$ cat src/rtl/updown_counter_mod.sv
// updown_counter_mod: parametrised up/down modulo counter with count enable,
// synchronous clear, clamped parallel load and a registered terminal-count pulse.
// Latency: one clock from sampled inputs to q/tc; zero is combinational on q.
// Backpressure: none, since the counter accepts a command on every edge.
//
// Parameters:
//   WIDTH  counter width in bits (2..32)
//   MAX    terminal value (1..2**WIDTH-1); the count range is 0..MAX
// Ports:
//   clk    in   rising-edge clock
//   clr_n  in   asynchronous active-low reset
//   sclr   in   synchronous clear (highest priority)
//   load   in   synchronous parallel load of din, clamped to MAX
//   din    in   load value
//   en     in   count enable
//   up     in   direction: 1 up, 0 down
//   q      out  registered count
//   tc     out  registered terminal-count pulse
//   zero   out  combinational q == 0
//
// Build option: define UPDOWN_COUNTER_SAT_EN for saturating mode. In that mode
// the counter pins at the limit instead of wrapping, and tc stays high on every
// enabled cycle spent at the limit. Without the macro the counter wraps modulo MAX+1.

module updown_counter_mod #(
  parameter int unsigned          WIDTH = 4,
  parameter logic [WIDTH-1:0]     MAX   = {WIDTH{1'b1}}
) (
  input  logic             clk,
  input  logic             clr_n,
  input  logic             sclr,
  input  logic             load,
  input  logic [WIDTH-1:0] din,
  input  logic             en,
  input  logic             up,
  output logic [WIDTH-1:0] q,
  output logic             tc,
  output logic             zero
);

  logic [WIDTH-1:0] r_q;
  logic             r_tc;
  logic [WIDTH-1:0] w_q_nxt;
  logic             w_tc_nxt;
  logic             w_at_max;
  logic             w_at_zero;

  assign w_at_max  = (r_q == MAX);
  assign w_at_zero = (r_q == '0);

  // Next-state selection in priority order: sclr > load > en > hold.
  // The increment is only taken below MAX and the decrement only above zero,
  // so neither ever leaves the WIDTH-bit range.
  always_comb begin
    w_q_nxt  = r_q;
    w_tc_nxt = 1'b0;
    if (sclr) begin
      w_q_nxt = '0;
    end else if (load) begin
      w_q_nxt = (din > MAX) ? MAX : din;
    end else if (en) begin
      if (up) begin
        if (w_at_max) begin
`ifdef UPDOWN_COUNTER_SAT_EN
          w_q_nxt  = MAX;
`else
          w_q_nxt  = '0;
`endif
          w_tc_nxt = 1'b1;
        end else begin
          w_q_nxt = r_q + WIDTH'(1);
        end
      end else begin
        if (w_at_zero) begin
`ifdef UPDOWN_COUNTER_SAT_EN
          w_q_nxt  = '0;
`else
          w_q_nxt  = MAX;
`endif
          w_tc_nxt = 1'b1;
        end else begin
          w_q_nxt = r_q - WIDTH'(1);
        end
      end
    end
  end

  always_ff @(posedge clk or negedge clr_n) begin
    if (!clr_n) begin
      r_q  <= '0;
      r_tc <= 1'b0;
    end else begin
      r_q  <= w_q_nxt;
      r_tc <= w_tc_nxt;
    end
  end

  assign q    = r_q;
  assign tc   = r_tc;
  assign zero = w_at_zero;

endmodule

$ cat config.mk
export PLATFORM = sky130hd
export DESIGN_NAME = updown_counter_mod
export DESIGN_NICKNAME = d
export VERILOG_FILES = /design/src/rtl/updown_counter_mod.sv
export SDC_FILE = /design/constraint.sdc
export NUM_CORES = 1
export LEC_CHECK = 0
export BUFFER_PORTS_ARGS = -buffer_cell sky130_fd_sc_hd__buf_4
export CAP_MARGIN = 25
export CELL_PAD_IN_SITES_DETAIL_PLACEMENT = 1
export CELL_PAD_IN_SITES_GLOBAL_PLACEMENT = 2
export CORE_UTILIZATION = 26
export CTS_CLUSTER_SIZE = 40
export DETAILED_ROUTE_END_ITERATION = 6
export MAX_ROUTING_LAYER = met4
export PLACE_DENSITY = 0.79
export SLEW_MARGIN = 20
export SYNTH_ARGS = -nofsm -noshare
export SYNTH_HDL_FRONTEND = slang
export SYNTH_SLANG_ARGS = --single-unit
$ cat constraint.sdc
create_clock -name clk -period 4.3 [get_ports clk]
set_input_delay 1.29 -clock clk [delete_from_list [all_inputs] [get_ports clk]]
set_output_delay 1.29 -clock clk [all_outputs]
set_load 0.05 [all_outputs]
==> impl_metrics.yaml <==
timing:
  rsz0062_at_grt: "no"
  final-setup-viol-count: 0
  timing.final.crit_share_pct: 62.5
  maxSlewViolCount: 0
  fin_skew_ps: 7.87
  tightest_slew_ps: 282
  fin_crit_ps: 2690
  max_freq_ghz: 0.372
  hold_viol_final: 0
  tns_ps: 0
  slew_headroom_pct: 81.2
placed_design:
  gp_congestion: 0.732
  hpwlAfterDp_um: 772
  port_buffers: 15
floorplanning:
  initial_core_util_pct: 29.0
  die_h_um: 41.1
  coreArea_um2: 1370
  die_w_um: 41.1
  fp-row-count: 13
  design.die.area_um2: 1690
  ios: 16
logic_synthesis:
  async_reset_ff_share_pct: 100
  synth_seq_area_share_pct: 31.5
  yosysTopAreaCell: "dfrtp_1"
  mappedNetlistArea_um2: 397
  avgSynthCellArea_um2: 8.26
  synthTopCellsByCount: "dfrtp_1 (5), nor2_1 (5), a21oi_1 (4), inv_1 (4)"
  ys_types: 25
  ys.flop_type: "dfrtp_1"
  yosysTopAreaCellShare_pct: 31.5
  synth-edff-count: 0
  yosys_register_bits: 5
  syn-num-nets: 61
  yosysWarningCount: 0
  netlist_instances: 48
  synth.area.top_cells: "dfrtp_1 (32%), ha_1 (9.5%), a21oi_1 (5.0%)"
route:
  drt_iter0_drc: 4
  wl_per_cell_um: 12.6
  wl_met3_um: 54
  drtAntennaViolNets: 0
  vias_per_cell: 5.05
  wirelength_met1_um: 509
  met2_length_um: 447
  firstDrtPassIters: 4
  top_layer: "met3"
  num_vias: 404
  totalWireLength_um: 1010
  drc: 0
critical_path:
  r2r-start: "q[0]$_DFFE_PN0P_"
  crit_chain: "inv_2, ha_1, nand2b_1, nor2_1, buf_4"
  slowest_delay_ps: 500
  crit_fanout: 7
  cp-end-kind: "primary output"
  r2r_slack_ps: 2700
  crit_start: "q[0]$_DFFE_PN0P_"
  rr_worst_depth: 6
  crit_type: "register to primary output"
  slowest_stage: "dfrtp_1"
  endpoint: "zero"
  r2r-end: "q[3]$_DFFE_PN0P_"
  crit_arrival_ps: 1400
  critPathRequiredTime_ps: 3010
  critPathLaunchType: "register"
cells_and_area:
  nNetsFinal: 79
  final_util_pct: 40.0
  n_fill_cell: 183
  multi_input_area_um2: 244
  antenna_cells: 0
  area_delta_synth_final_pct: 37.9
  final_layout_size_suffix_gt1_share_pct: 30.8
  ff_latch_area_um2: 125
clocking:
  htreeDepth: 1
  cts_setup_buffers: 0
  clockBufferDepth: 2
  path_clk_slew_ps: 50
  clockRootBuffer: "clkbuf_4"
  clock-sinks: 5
  ctsResizeCount: 0
  cts_tree: "built"
  cts_made_buffers: 3
  cts-hold-fix-buffers: 0
  clkLatencyLatePin_ps: 250
flow_run:
  drv_cap: 0
grt:
  grt_usage_pct: 15.8
  grt_max_degree: 11
  grt-ovfl-total: 0
  antenna_found_initial: 0
  grt_first_pass_wirelength_um: 1670
  first_global_vias: 358
power:
  p_leak_nw: 0.257
  power_w: 0.000171
  cellPowerDensity_nw_per_um2: 313
  vdd_ir_drop_max_uv: 127
outcome:
  outcome: "finished clean"
hold_path:
  hp-class: "register to register"
## power by group
| part | switching [W] | internal (W) | total (W) |
|---|---|---|---|
| sequential | 0.00000605 | 0.0000501 | 0.0000562 |
| clock | 0.0000221 | 0.0000338 | 0.0000560 |
| combinational | 0.0000351 | 0.0000238 | 0.0000590 |
## cell families (layout without fill, tap and decap cells)
logic type / count (synthesis) / count (layout) / share of synthesized area [%]
buffers and inverters: 7 / 24 / 6.94
XOR/XNOR: 2 / 2 / 4.42
adder cells (fa/ha/maj): 3 / 3 / 9.46
AO/OA/AOI/OAI: 14 / 14 / 23.7
multiplexers: 2 / 2 / 5.36
flip-flops: 5 / 5 / 31.5
AND/OR/NAND/NOR: 15 / 15 / 18.6
## how the worst min path moves through the flow
stage | endpoint | start | cells past startpoint | slack [ps]
global placement | q[2]$_DFFE_PN0P_ | q[2]$_DFFE_PN0P_ | 2 | 710
floorplan | q[2]$_DFFE_PN0P_ | q[2]$_DFFE_PN0P_ | 2 | 890
detailed placement | q[2]$_DFFE_PN0P_ | q[2]$_DFFE_PN0P_ | 2 | 700
finish | q[2]$_DFFE_PN0P_ | q[2]$_DFFE_PN0P_ | 2 | 700
CTS | q[2]$_DFFE_PN0P_ | q[2]$_DFFE_PN0P_ | 2 | 710
global route | q[2]$_DFFE_PN0P_ | q[2]$_DFFE_PN0P_ | 2 | 760
## placed cells by master, fill, tap and decap left out
cell type and n:
a21boi_1 1, a21oi_1 4, a221oi_1 1, a311oi_1 1, a31oi_1 1, a41oi_1 1, buf_4 15, clkbuf_4 3
clkinv_2 1, dfrtp_1 5, ha_1 3, inv_1 4, inv_2 1, mux2_1 1, mux2i_1 1, nand2_1 2
nand2b_1 1, nor2_1 5, nor2b_1 2, nor3_1 3, nor4_1 1, o21ai_1 3, o21bai_1 1, o41a_1 1
or4_1 1, xnor2_1 2
## worst max-delay path: cells and delay by family, from the launching register on
kind	cells	cell delay, ps
flops	1	500
buf+inv	2	270
fa+ha+maj	1	210
simple gates	2	160
## state kept, by name, summed over array words and instances, names as in the netlist
signal,cells
q,4
tc,1
## metrics by stage
stage	worst slack [ps]	instances	instance area (um2)	hold WS, ps
after CTS	1590	80	547	713
after floorplan	1360	48	397	886
final	1610	80	547	704
after global placement	1890	76	519	707
after global routing	1510	80	547	757
after detailed placement	1870	76	519	704
## area by class of cell
| cell class | instances | share of cell area [%] |
|---|---|---|
| Multi-Input combinational cell | 36 | 44.6 |
| Sequential cell | 5 | 22.9 |
| Timing Repair Buffer | 15 | 20.6 |
| Clock buffer | 3 | 4.12 |
| Inverter | 5 | 3.43 |
| Tap cell | 15 | 3.43 |
| Clock inverter | 1 | 0.915 |
## metal layers
| metal | vias up | track usage [%] |
|---|---|---|
| met5 | - | - |
| met1 | 185 | 21.8 |
| met3 | 0 | 6.52 |
| met2 | 13 | 22.7 |
| met4 | 0 | 0 |
| li1 | 206 | - |
No activity file was read; power rests on OpenSTA's default activity.
